**src/rtl/bitcoin_block_loader_if.sv**
```systemverilog
// Word stream from the block loader to a hash core: one 32-bit schedule word per
// transfer, tagged with its position in the block and the nonce.
interface bitcoin_block_loader_if;
  logic        blk_valid;
  logic        blk_ready;
  logic [31:0] blk_word;
  logic [3:0]  blk_idx;
  logic        blk_sel;
  logic [3:0]  blk_nonce;
  logic        blk_last;

  modport master (
    output blk_valid, blk_word, blk_idx, blk_sel, blk_nonce, blk_last,
    input  blk_ready
  );

  modport slave (
    input  blk_valid, blk_word, blk_idx, blk_sel, blk_nonce, blk_last,
    output blk_ready
  );
endinterface

```
**src/rtl/bitcoin_block_loader.sv**
```systemverilog
// Reads a 20-word block header from memory, then streams block 1 once and one
// padded block 2 per nonce to a hash core over a valid/ready word interface.
module bitcoin_block_loader #(
  parameter int NUM_NONCES = 16
) (
  input  logic                          clk,
  input  logic                          reset,
  input  logic                          start,
  input  logic [15:0]                   message_addr,
  output logic                          mem_clk,
  output logic                          mem_we,
  output logic [15:0]                   mem_addr,
  input  logic [31:0]                   mem_read_data,
  bitcoin_block_loader_if.master        blk,
  output logic                          done
);

  localparam logic [3:0] LAST_NONCE = 4'(NUM_NONCES - 1);
  localparam logic [3:0] LAST_IDX   = 4'd15;
  localparam logic [4:0] LAST_ISSUE = 5'd19;
  localparam logic [4:0] FIRST_CAP  = 5'd2;
  localparam logic [4:0] FETCH_END  = 5'd21;

  typedef enum logic [2:0] {
    IDLE,
    FETCH,
    EMIT1,
    EMIT2,
    FINISH
  } state_t;

  state_t      state;
  state_t      state_next;
  logic [4:0]  cyc;
  logic [4:0]  cap_idx;
  logic [3:0]  idx;
  logic [3:0]  nonce;
  logic [31:0] msg [0:19];
  logic        emit_active;
  logic        xfer;

  // Block 2 layout: header tail, nonce in place of word 19, then SHA-256 padding
  // for a 640-bit message.
  function automatic logic [31:0] block2_word(
    input logic [3:0]  i,
    input logic [3:0]  n,
    input logic [31:0] m16,
    input logic [31:0] m17,
    input logic [31:0] m18
  );
    logic [31:0] w;
    case (i)
      4'd0:    w = m16;
      4'd1:    w = m17;
      4'd2:    w = m18;
      4'd3:    w = {28'd0, n};
      4'd4:    w = 32'h8000_0000;
      4'd15:   w = 32'h0000_0280;
      default: w = 32'd0;
    endcase
    return w;
  endfunction

  assign mem_clk     = clk;
  assign mem_we      = 1'b0;
  assign emit_active = (state == EMIT1) || (state == EMIT2);
  assign xfer        = emit_active && blk.blk_ready;
  assign cap_idx     = cyc - FIRST_CAP;

  always_ff @(posedge clk or posedge reset) begin
    if (reset) begin
      state <= IDLE;
    end else begin
      state <= state_next;
    end
  end

  always_comb begin
    state_next    = state;
    blk.blk_valid = 1'b0;
    blk.blk_word  = 32'd0;
    blk.blk_idx   = idx;
    blk.blk_sel   = 1'b0;
    blk.blk_nonce = nonce;
    blk.blk_last  = 1'b0;
    done          = 1'b0;
    case (state)
      IDLE: begin
        if (start) state_next = FETCH;
      end
      FETCH: begin
        if (cyc == FETCH_END) state_next = EMIT1;
      end
      EMIT1: begin
        blk.blk_valid = 1'b1;
        blk.blk_word  = msg[idx];
        if (xfer && idx == LAST_IDX) state_next = EMIT2;
      end
      EMIT2: begin
        blk.blk_valid = 1'b1;
        blk.blk_sel   = 1'b1;
        blk.blk_word  = block2_word(idx, nonce, msg[16], msg[17], msg[18]);
        blk.blk_last  = (idx == LAST_IDX) && (nonce == LAST_NONCE);
        if (xfer && idx == LAST_IDX && nonce == LAST_NONCE) state_next = FINISH;
      end
      FINISH: begin
        done       = 1'b1;
        state_next = IDLE;
      end
      default: state_next = IDLE;
    endcase
  end

  // Read issue runs one address per cycle from the accept edge; with two-cycle
  // memory latency, edge number cyc captures the word issued at edge cyc-2.
  always_ff @(posedge clk or posedge reset) begin
    if (reset) begin
      cyc      <= 5'd0;
      idx      <= 4'd0;
      nonce    <= 4'd0;
      mem_addr <= 16'd0;
    end else begin
      case (state)
        IDLE: begin
          if (start) begin
            cyc      <= 5'd1;
            mem_addr <= message_addr;
          end
        end
        FETCH: begin
          cyc <= cyc + 5'd1;
          if (cyc <= LAST_ISSUE) mem_addr <= mem_addr + 16'd1;
          if (cyc == FETCH_END) begin
            idx   <= 4'd0;
            nonce <= 4'd0;
          end
        end
        EMIT1: begin
          if (xfer) idx <= idx + 4'd1;
        end
        EMIT2: begin
          if (xfer) begin
            idx <= idx + 4'd1;
            if (idx == LAST_IDX && nonce != LAST_NONCE) nonce <= nonce + 4'd1;
          end
        end
        FINISH: begin
          idx   <= 4'd0;
          nonce <= 4'd0;
        end
        default: ;
      endcase
    end
  end

  always_ff @(posedge clk) begin
    if (state == FETCH && cyc >= FIRST_CAP) msg[cap_idx] <= mem_read_data;
  end

endmodule
```
**src/flat_wrapper.sv**
```systemverilog
// flat-port wrapper written by rule: the top's interface ports become plain ports
module bitcoin_block_loader_flat 
#(
  parameter int NUM_NONCES = 16
)
  (clk, reset, start, message_addr, mem_clk, mem_we, mem_addr, mem_read_data, done, blk_blk_valid, blk_blk_word, blk_blk_idx, blk_blk_sel, blk_blk_nonce, blk_blk_last, blk_blk_ready);
  bitcoin_block_loader_if blk_i ();
  input  logic clk;
  input  logic reset;
  input  logic start;
  input  logic [15:0] message_addr;
  output logic mem_clk;
  output logic mem_we;
  output logic [15:0] mem_addr;
  input  logic [31:0] mem_read_data;
  output logic done;
  output wire logic [$bits(blk_i.blk_valid)-1:0] blk_blk_valid;
  output wire logic [$bits(blk_i.blk_word)-1:0] blk_blk_word;
  output wire logic [$bits(blk_i.blk_idx)-1:0] blk_blk_idx;
  output wire logic [$bits(blk_i.blk_sel)-1:0] blk_blk_sel;
  output wire logic [$bits(blk_i.blk_nonce)-1:0] blk_blk_nonce;
  output wire logic [$bits(blk_i.blk_last)-1:0] blk_blk_last;
  input wire logic [$bits(blk_i.blk_ready)-1:0] blk_blk_ready;
  assign blk_blk_valid = blk_i.blk_valid;
  assign blk_blk_word = blk_i.blk_word;
  assign blk_blk_idx = blk_i.blk_idx;
  assign blk_blk_sel = blk_i.blk_sel;
  assign blk_blk_nonce = blk_i.blk_nonce;
  assign blk_blk_last = blk_i.blk_last;
  assign blk_i.blk_ready = blk_blk_ready;
  bitcoin_block_loader #(.NUM_NONCES(NUM_NONCES)) u_core (.clk(clk), .reset(reset), .start(start), .message_addr(message_addr), .mem_clk(mem_clk), .mem_we(mem_we), .mem_addr(mem_addr), .mem_read_data(mem_read_data), .blk(blk_i), .done(done));
endmodule
```
**config.mk**
```make
export PLATFORM = sky130hd
export DESIGN_NAME = bitcoin_block_loader_flat
export DESIGN_NICKNAME = d
export VERILOG_FILES = /design/src/rtl/bitcoin_block_loader_if.sv /design/src/rtl/bitcoin_block_loader.sv /design/src/flat_wrapper.sv
export SDC_FILE = /design/constraint.sdc
export NUM_CORES = 1
export LEC_CHECK = 0
export CAP_MARGIN = 10
export CORE_UTILIZATION = 45
export CTS_CLUSTER_SIZE = 20
export DETAILED_ROUTE_END_ITERATION = 6
export PLACE_DENSITY = 0.71
export SLEW_MARGIN = 40
export SYNTH_ARGS = -nofsm -noshare
export SYNTH_HDL_FRONTEND = slang
export SYNTH_SLANG_ARGS = --single-unit
export TNS_END_PERCENT = 20
```
**constraint.sdc**
```tcl
create_clock -name clk -period 3.7 [get_ports clk]
set_clock_uncertainty 0.15 [all_clocks]
set_input_delay 1.11 -clock clk [delete_from_list [all_inputs] [get_ports clk]]
set_output_delay 1.11 -clock clk [all_outputs]
set_load 0.01 [all_outputs]
```
# Word level (Yosys, flattened, before mapping)
# Memories as Yosys holds them, arrays and structs flattened.
# Index checks and enable logic that the tools add are counted.
# totals
reg_bits,32
ramBits,640
input_bits,52
n_memories,1
# memory_table
name,words,width,rd,rd_ports_with_merged_regs,wr,line,rtl
u_core.msg,20,32,4,0,1,bitcoin_block_loader.sv:38,logic [31:0] msg [0:19];
# op_classes
add_sub_neg,5
n_lt_le_gt_ge,2
eq_ne,20
muxes,24
n_reduce_logical,18
# op_table
cell,count
$pmux W32 S6,1
$pmux W32 S2,1
$mux W16,2
$pmux W16 S2,1
$pmux W4 S3,2
$add A16 B1 Y16 const B,1
$mux W4,4
$mux W3,4
$pmux W3 S4,1
$pmux W5 S2,1
$add A4 B1 Y4 const B,2
$eq A4 B2 Y1 const B,2
$eq A4 B4 Y1 const B,2
$ne A2 B1 Y1 const B,4
$ne A2 B2 Y1 const B,4
$reduce_and A4 Y1,2
$eq A3 B2 Y1 const B,2
$logic_and A1 B1 Y1,6
$mux W1,6
$reduce_and A3 Y1,2
$reduce_bool A3 Y1,2
$add A5 B1 Y5 const B,1
$eq A5 B5 Y1 const B,1
$ge A5 B2 Y1 const B,1
other kinds (14),14

# Logic depth before layout (Yosys ltp)
# Gate-level depths: netlist of the first run.
# logic_depth
depth_word,7
depth_mapped,12
depth_no_buf,6

==> results_dict.tcl, run 1 <==
set metrics [dict create \
    fin_ws_ns -0.501 \
    die-width_um 240 \
    finalMaxSlewViolations 0 \
    total_power_w 0.0231 \
    seq_area_frac_synth 0.750 \
    p_per_area_nw_per_um2 750 \
    cp_max_fo 7 \
    fin_crit_ns 4.20 \
    ir_drop_mv 0.548 \
    fin_hold_ws_ns 0.434 \
    synth_seq_cells 640 \
    first_global_vias 14300 \
    area_delta_synth_final_pct 21.2 \
    grt_start_max_net_pins 59 \
    ys_top_cells_by_area "edfxtp_1 72%, mux4_2 5.7%, mux2i_1 5.3%" \
    mostFrequentLayoutCells "608 x edfxtp_1, 133 x mux2i_1, 78 x clkdlybuf4s50_1" \
    ant_nets 0 \
    vias 14200 \
    max_freq_ghz 0.238 \
    grt_pass1_wl_um 89900 \
    setup_violations 32 \
    synth.cell_area_sq_um 25400 \
    die_h_um 240 \
    worstHoldPathType "flip-flop to flip-flop" \
    synthArstFlopShare 0.0500 \
    fin_nets 1645 \
    internal-power_w 0.0159 \
    io_pins 114 \
    die-area_sq_um 57400 \
    clk_latency_ns 0.74 \
    fin_util 0.556 \
    drv_cap 0 \
    cts_tree "built" \
    finalCritPeriodShare 1.14 \
    endpoint_kind "output pin" \
    dpl.hpwl_um 34000 \
    finalNonFillerCells 2381 \
    wl_um 62300 \
    grt_usage 0.216 \
    postSynthCellCount 1394 \
    drc 0 \
    initial_core_util 0.459 \
    place_congestion 0.808 \
    p_comb_frac 0.327 \
    vias_per_cell 5.97 \
    ctsHoldBuffers 0 \
    synth_fp_nets 1459 \
    cp-start-kind "flip-flop" \
    p_leak_nw 10.1 \
    switchingPower_w 0.00722 \
    drive_gt1_frac 0.231 \
    status "finished with violations" \
    design_area_sq_um 30800 \
    wl_per_cell_um 26.2 \
    grt_overflow 0 \
    core_region_area_sq_um 55400 \
    yosysTopAreaCellShare 0.718 \
    detail_route.iter0.violations 1521 \
    yosys.area.top_type "edfxtp_1" \
    clockPowerShare 0.294 \
    n_antenna_cell 0 \
    maxSlewHeadroom 0.498 \
    synth_edf_count 608 \
    dpl-instance-area_sq_um 28100 \
    postSynthAreaPerCell_sq_um 18.2 \
    cts.reportedPaths.clkPinSlew_ns 0.06 \
    crit_arrival_ns 2.94 \
    final_common_cell "edfxtp_1" \
    rsz0062_at_grt "yes" \
    pwr-share-seq 0.379 \
    grt_antenna_before_repair 1 \
    worstMarginPinSlew_ns 0.751 \
    placed_cells 2244 \
    hold_viol_final 0 \
    ys.flop_type "edfxtp_1" \
    ys_types 62 \
    place.port_buffers 112 \
    violations "negative setup slack" \
    nFillCells 4116 \
    critical_path_class "flip-flop to output pin" \
    synth_warnings 0 \
    cp_data_required_time_ns 2.44 \
    dr.pass1.iters 5 \
    core.rowCount 86 \
    p_sw_frac 0.312 \
]
[cell families (layout without fill, tap and decap cells)]
group                    Yosys count  count (layout)  share of synthesized area
buffers and inverters            105             344                     0.0184
XOR/XNOR                           1               1                   0.000345
AND/OR/NAND/NOR                  188             188                     0.0373
flip-flops                       640             640                      0.750
AO/OA/AOI/OAI                    220             220                     0.0658
other                              1               1                   0.000148
adder cells (fa/ha/maj)           13              13                    0.00640
multiplexers                     226             226                      0.122
[synth_stat cells, types with 7 or more instances]
cell type	n
o21ai_0	19
dfrtp_1	32
nor3_1	10
a2bb2oi_1	11
nand2_1	50
inv_1	13
a21oi_1	12
buf_2	31
a22oi_1	74
o211ai_1	28
edfxtp_1	608
mux2i_1	135
mux2_2	27
a222oi_1	27
o31ai_1	7
clkbuf_1	51
o22ai_1	8
nand3_1	39
nor2_1	36
ha_1	13
mux4_2	64
[critical path, stage by stage, from the launching register on]
cell      delay, ns
dfrtp_4        0.53
inv_6          0.10
ha_4           0.16
nor4_4         0.05
or4_4          0.64
buf_12         0.20
o211ai_1       0.31
buf_2          0.20
[area by class of cell]
cell class                      count  area, sq um  share of cell area
Tap cell                          748          936              0.0304
Clock buffer                       74         1680              0.0546
Timing Repair Buffer              211         2280              0.0740
Inverter                           13         58.8             0.00191
Multi-Input combinational cell    649         6210               0.202
Clock inverter                     46          558              0.0181
Sequential cell                   640        19100               0.619
[metal layers]
layer | vias up | wire length [um] | global-route usage | share of wire
met5 | - | 0 | 0 | 0
met4 | 0 | 1820 | 0.0859 | 0.029
met3 | 110 | 4720 | 0.0423 | 0.076
met2 | 632 | 30500 | 0.355 | 0.49
met1 | 7382 | 25300 | 0.283 | 0.41
li1 | 6099 | - | - | -
[path summary, 6_finish.rpt]
check / startpoint / end / slack [ns] / depth (start not counted)
worst max-delay path: u_core.blk.blk_idx[1] / blk_blk_word[29] / -0.50 / 7
worst min-delay path: u_core.mem_addr[15] / u_core.mem_addr[15] / 0.43 / 1
worst max register to register: u_core.cyc[2] / u_core.msg[5][16] / 0.62 / 7
worst min register to register: u_core.mem_addr[15] / u_core.mem_addr[15] / 0.43 / 1
max in group asynchronous: reset / u_core.mem_addr[12] / 2.04 / 3
min in group asynchronous: reset / u_core.blk.blk_idx[3] / 0.65 / 2
[state kept, by name (all words and copies together), names as in the netlist]
signal                flops
u_core.state              3
u_core.msg              608
u_core.blk.blk_nonce      4
u_core.blk.blk_idx        4
u_core.cyc                5
u_core.mem_addr          16
[timing repair]
item,4_1_cts,5_1_grt
gates cloned,6,4
endpoints found under the setup margin,34,32
setup buffers,7,4
pin swaps,27,16
gates resized for setup,160,22
[power groups by stage]
stage	registers, W	logic, W	clock network (W)
floorplan	0.00885	0.00418	0.0000223
global placement	0.00887	0.00681	0.0000275
detailed placement	0.00889	0.00693	0.0000275
CTS	0.00875	0.00736	0.00686
global route	0.00881	0.00800	0.00712
finish	0.00876	0.00756	0.00679
[metrics by stage]
stage | TNS (ns) | setup WS, ns
3_5_place_dp | -1.60 | -0.124
5_1_grt | -15.30 | -0.543
3_3_place_gp | -0.665 | -0.0683
4_1_cts | -15.59 | -0.591
6_report | -13.31 | -0.501
2_1_floorplan | 0 | 0.0260
(Power assumes the default switching activity.)
==> run 2, diff against run 1 <==
--- a/config.mk
+++ b/config.mk
@@ -7,8 +7,9 @@
 export LEC_CHECK = 0
 export CAP_MARGIN = 10
-export CORE_UTILIZATION = 45
+export CORE_MARGIN = 3
+export CORE_UTILIZATION = 24
 export CTS_CLUSTER_SIZE = 20
 export DETAILED_ROUTE_END_ITERATION = 6
-export PLACE_DENSITY = 0.71
+export PLACE_DENSITY = 0.46
 export SLEW_MARGIN = 40
 export SYNTH_ARGS = -nofsm -noshare
==> constraint.sdc (replaced) <==
create_clock -name clk -period 3.7 [get_ports clk]
set_clock_uncertainty 0.15 [all_clocks]
set_input_delay 0.74 -clock clk [delete_from_list [all_inputs] [get_ports clk]]
set_output_delay 0.74 -clock clk [all_outputs]
set_load 0.01 [all_outputs]
==> run 2 against run 1 <==
The flow still finishes with violations (negative setup slack). Flip-flop and latch count stayed put. Critical path depth is 1 higher. Cell count is 27% higher. Maximum frequency is 6.8% higher. Critical path type unchanged. Cell area is 3.2% higher. Via count is 2.2% lower. Worst setup slack better by 0.27 ns. Largest cell class unchanged. Critical endpoint is now blk_blk_word[19]. Clock power is 4.3% higher. Routed wire length is 13% higher. Utilization is 25 points lower.
==> results_dict.tcl, run 2 (synthesized netlist as in run 1, its figures left out) <==
set metrics [dict create \
    fin_nets 1643 \
    hold_viol_final 0 \
    grt_start_max_net_pins 83 \
    worstHoldPathType "input pin to async pin" \
    dr.pass1.iters 6 \
    wl_met1_um 32400 \
    place_congestion 0.747 \
    r2r-start "u_core.cyc[1]" \
    grt_pass1_wl_um 102000 \
    fin_crit_ns 3.93 \
    regToRegEndpoint "u_core.msg[1][9]" \
    highest_layer "met5" \
    cp_max_fo 7 \
    initial_core_util 0.244 \
    core.rowCount 118 \
    ff2ff_path_depth 7 \
    wl_per_cell_um 23.3 \
    place.port_buffers 112 \
    die-area_sq_um 110000 \
    final_common_cell "edfxtp_1" \
    grt_usage 0.126 \
    endpoint_kind "output pin" \
    p_per_area_nw_per_um2 745 \
    finalCritPeriodShare 1.06 \
    die-width_um 331 \
    grt_antenna_before_repair 6 \
    ir_drop_mv 0.488 \
    io_pins 114 \
    setup_violations 20 \
    finalMaxSlewViolations 0 \
    detail_route.iter0.violations 1373 \
    design_area_sq_um 31800 \
    cp_cell_sequence "buf_6, ha_4, nor4_4, or4_4, buf_12, buf_16, o211ai_1, buf_2" \
    status "finished with violations" \
    cts.reportedPaths.clkPinSlew_ns 0.06 \
    cts_tree "built" \
    violations "negative setup slack" \
    wl_um 70300 \
    rsz0062_at_grt "yes" \
    max_freq_ghz 0.254 \
    largest_reg_flops 608 \
    die_h_um 331 \
    ant_nets 0 \
    dp_slack_ns -0.0296 \
    clk_latency_ns 0.71 \
    cp_slowest_stage_delay_ns 0.51 \
    drive_gt1_frac 0.224 \
    dpl.hpwl_um 38300 \
    cp_data_required_time_ns 2.81 \
    vias_per_cell 4.62 \
    top_register "u_core.msg" \
    first_global_vias 14200 \
    drv_cap 0 \
    fin_hold_ws_ns 0.233 \
    ff2ff_setup_slack_ns 0.64 \
    nFillCells 10200 \
    worstMarginPinSlew_ns 0.833 \
    cp_slowest_cell "dfrtp_4" \
    grt_overflow 0 \
    core_region_area_sq_um 104000 \
    drc 0 \
    critical_path_class "flip-flop to output pin" \
    met2_length_um 32400 \
    vias 13900 \
    mostFrequentLayoutCells "608 x edfxtp_1, 133 x mux2i_1, 80 x clkdlybuf4s50_1" \
    route.met3.wl_um 3740 \
    area_delta_synth_final_pct 25.0 \
    crit_arrival_ns 3.04 \
    maxSlewHeadroom 0.443 \
    p_leak_nw 10.2 \
    biggestRegsByFlops "u_core.msg x608, u_core.mem_addr x16, u_core.cyc x5" \
    dpl-instance-area_sq_um 28900 \
    cp-start-kind "flip-flop" \
    fin_ws_ns -0.232 \
]
[run 2: final cells by class]
class                      count  area, sq um  area share
clock inverter                47          462      0.0145
sequential                   640        19100       0.600
antenna                        2         5.00    0.000157
clock buffer                  83         1890      0.0595
multi-input combinational    649         6210       0.195
timing repair buffer         199         2370      0.0746
tap                         1380         1730      0.0543
inverter                      13         56.3     0.00177
[run 2: worst max path at each step]
| stage | startpoint | slack (ns) | depth (start not counted) | to |
|---|---|---|---|---|
| floorplan | u_core.blk.blk_idx[1] | 0.16 | 12 | blk_blk_word[13] |
| global placement | u_core.blk.blk_idx[1] | 0.004 | 9 | blk_blk_word[9] |
| detailed placement | u_core.blk.blk_idx[1] | -0.03 | 9 | blk_blk_word[9] |
| CTS | u_core.blk.blk_idx[1] | -0.29 | 8 | blk_blk_word[19] |
| global route | u_core.blk.blk_idx[0] | -0.28 | 8 | blk_blk_word[19] |
| finish | u_core.blk.blk_idx[1] | -0.23 | 8 | blk_blk_word[19] |
[run 2: stage by stage]
stage,power [W],TNS [ns],utilization,instances
after global routing,0.0248,-5.59,0.305,3013
final,0.0237,-1.76,0.305,3013
after global placement,0.0160,0,0.277,2857
after detailed placement,0.0161,-0.0373,0.277,2857
after CTS,0.0238,-5.73,0.303,3003
after floorplan,0.0130,0,-,1394
[run 2: critical path: cells and delay by family, from the launching register on]
kind                     cells  cell delay (ns)
AO/OA/AOI/OAI                1             0.45
AND/OR/NAND/NOR              2             0.52
flip-flops                   1             0.51
adder cells (fa/ha/maj)      1             0.15
buffers and inverters        4             0.68
[run 2: repair_timing]
item                       4_1_cts  5_1_grt
hold buffers                     0        0
setup endpoints to repair       32       32
hold endpoints to repair         0        0
gates resized for setup        164       22
gates cloned                     7        2
pin swaps                       32        8
setup buffers                   10        6
[run 2: per-layer routing]
layer  vias to the layer above  global-route usage
met2                       372               0.195
met1                      7329               0.176
met3                        97              0.0301
met4                         4              0.0356
met5                         -                   0
li1                       6108                   -
[run 2: power breakdown]
part	leakage, nW	total, W	switching (W)	internal [W]
sequential	5.85	0.00876	0.000299	0.00846
combinational	3.18	0.00783	0.00437	0.00347
clock	1.15	0.00708	0.00290	0.00418
total	10.2	0.0237	0.00757	0.0161
==> run 3, diff against run 2 <==
- clock period: 3.7 -> 3.2 ns (I/O delays scaled with it)
==> run 3 against run 2 <==
The run ends with design-rule violations, negative setup slack left. Global-route usage grew 0.37 points. Sequential share of layout area down 1.0 points. Cell count increased by 1.7%. Critical path depth did not move. Cell area is 1.8% higher. Total power rose by 19%. Utilization up 0.54 points. Non-clock buffer count rose by 52. Register-to-register slack lost 0.46 ns. Combinational power rose by 22%. Count of clock-buffer cells in the layout increased by 7. Critical endpoint is now blk_blk_word[11]. Largest power group unchanged. Highest routed layer unchanged.
==> results_dict.tcl, run 3 (synthesized netlist as in run 1, its figures left out) <==
set metrics [dict create \
    status "finished with violations" \
    violations "design-rule violations, negative setup slack" \
    ctsHoldBuffers 0 \
    crit_arrival_ns 2.98 \
    endpoint_kind "output pin" \
    grt_antenna_before_repair 4 \
    pwr-share-seq 0.361 \
    fin_crit_ns 3.77 \
    ant_nets 0 \
    cp_cell_sequence "inv_2, ha_4, nor4_4, or4_4, buf_12, buf_16, o211ai_1, buf_2" \
    wl_per_cell_um 23.6 \
    critical_path_class "flip-flop to output pin" \
    dr.pass1.iters 7 \
    io_pins 114 \
    setup_violations 32 \
    cp_data_required_time_ns 2.41 \
    finalCritPeriodShare 1.18 \
    largest_reg_flops 608 \
    worstMarginPinSlew_ns 0.832 \
    cp_slowest_cell "or4_4" \
    p_sw_frac 0.318 \
    total_power_w 0.0281 \
    dpl-instance-area_sq_um 29300 \
    place.port_buffers 112 \
    core_region_area_sq_um 104000 \
    fin_nets 1697 \
    first_global_vias 14600 \
    tns_ns -15.24 \
    p_leak_nw 10.5 \
    grt_usage 0.130 \
    mostFrequentLayoutCells "608 x edfxtp_1, 132 x mux2i_1, 82 x buf_4" \
    die_h_um 331 \
    top_register "u_core.msg" \
    die-width_um 331 \
    drc 7 \
    grt_start_max_net_pins 45 \
    clockPowerShare 0.298 \
    clk_latency_ns 0.71 \
    fin_ws_ns -0.565 \
    p_per_area_nw_per_um2 868 \
    ff2ff_setup_slack_ns 0.18 \
    grt_overflow 0 \
    worstHoldPathType "input pin to async pin" \
    vias 14100 \
    hold_viol_final 0 \
    design_area_sq_um 32300 \
    cts.reportedPaths.clkPinSlew_ns 0.05 \
    internal-power_w 0.0191 \
    detail_route.iter0.violations 1197 \
    core.rowCount 118 \
    place_congestion 0.766 \
    wl_um 72200 \
    area_delta_synth_final_pct 27.2 \
    vias_per_cell 4.62 \
    biggestRegsByFlops "u_core.msg x608, u_core.mem_addr x16, u_core.cyc x5" \
    max_freq_ghz 0.266 \
    dp_slack_ns -0.355 \
    drive_gt1_frac 0.262 \
    nFillCells 10200 \
    die-area_sq_um 110000 \
    p_comb_frac 0.341 \
    cp_max_fo 11 \
    dpl.hpwl_um 42200 \
    placed_cells 2905 \
    switchingPower_w 0.00893 \
    cts_tree "built" \
    cp-start-kind "flip-flop" \
    drv_cap 0 \
    grt_pass1_wl_um 105000 \
    cp_slowest_stage_delay_ns 0.54 \
    initial_core_util 0.244 \
    finalMaxSlewViolations 0 \
    rsz0062_at_grt "yes" \
    final_common_cell "edfxtp_1" \
    finalNonFillerCells 3063 \
    ir_drop_mv 0.493 \
    maxSlewHeadroom 0.443 \
]
run 3: path summary, 6_finish.rpt:
check                                     endpoint  cells after the start             startpoint
max                               blk_blk_word[11]                      8  u_core.blk.blk_idx[0]
min                        u_core.blk.blk_nonce[0]                      3                  reset
max reg2reg                       u_core.msg[8][6]                      7          u_core.cyc[2]
min reg2reg                    u_core.mem_addr[15]                      1    u_core.mem_addr[15]
max in group asynchronous    u_core.blk.blk_idx[0]                      3                  reset
min in group clk                u_core.mem_addr[3]                      3        message_addr[3]
run 3: power groups by stage:
stage | sequential [W] | clock, W | combinational, W
final | 0.0101 | 0.00836 | 0.00957
after global routing | 0.0102 | 0.00896 | 0.0103
after CTS | 0.0101 | 0.00861 | 0.00965
after detailed placement | 0.0103 | 0.0000318 | 0.00859
after global placement | 0.0103 | 0.0000318 | 0.00852
after floorplan | 0.0102 | 0.0000257 | 0.00487
run 3: through the flow:
stage / hold slack (ns) / util
global route: 0.230 / 0.310
floorplan: 0.403 / -
global placement: 0.401 / 0.281
finish: 0.186 / 0.310
detailed placement: 0.415 / 0.281
CTS: 0.167 / 0.310
run 3: worst max-delay path, delay by kind of cell (launching register included):
kind                       cells  cell delay [ns]
adders and majority gates      1             0.18
AOI/OAI and AO/OA              1             0.30
buffers and inverters          4             0.67
DFF                            1             0.50
and+or+nand+nor                2             0.59
run 3: what timing repair did:
item,4_1_cts,5_1_grt
pin swaps,35,7
cloned,9,0
hold endpoints to repair,0,0
setup buffers,21,0
setup endpoints to repair,33,34
resized for setup,192,27
run 3: area by class of cell:
type	count	area, sq um	share of cell area
multi-input combinational	649	6330	0.196
inverter	13	51.3	0.00159
antenna	1	2.50	0.0000774
tap	1380	1730	0.0534
sequential	640	19100	0.590
clock buffer	90	1980	0.0613
clock inverter	39	420	0.0130
timing repair buffer	251	2760	0.0853
run 3: per-layer routing:
layer / up-vias / wire length (um) / track usage
met3: 94 / 4310 / 0.0353
li1: 6231 / - / -
met4: 6 / 1460 / 0.0363
met1: 7442 / 32900 / 0.175
met2: 376 / 33500 / 0.205
met5: - / 37 / 0
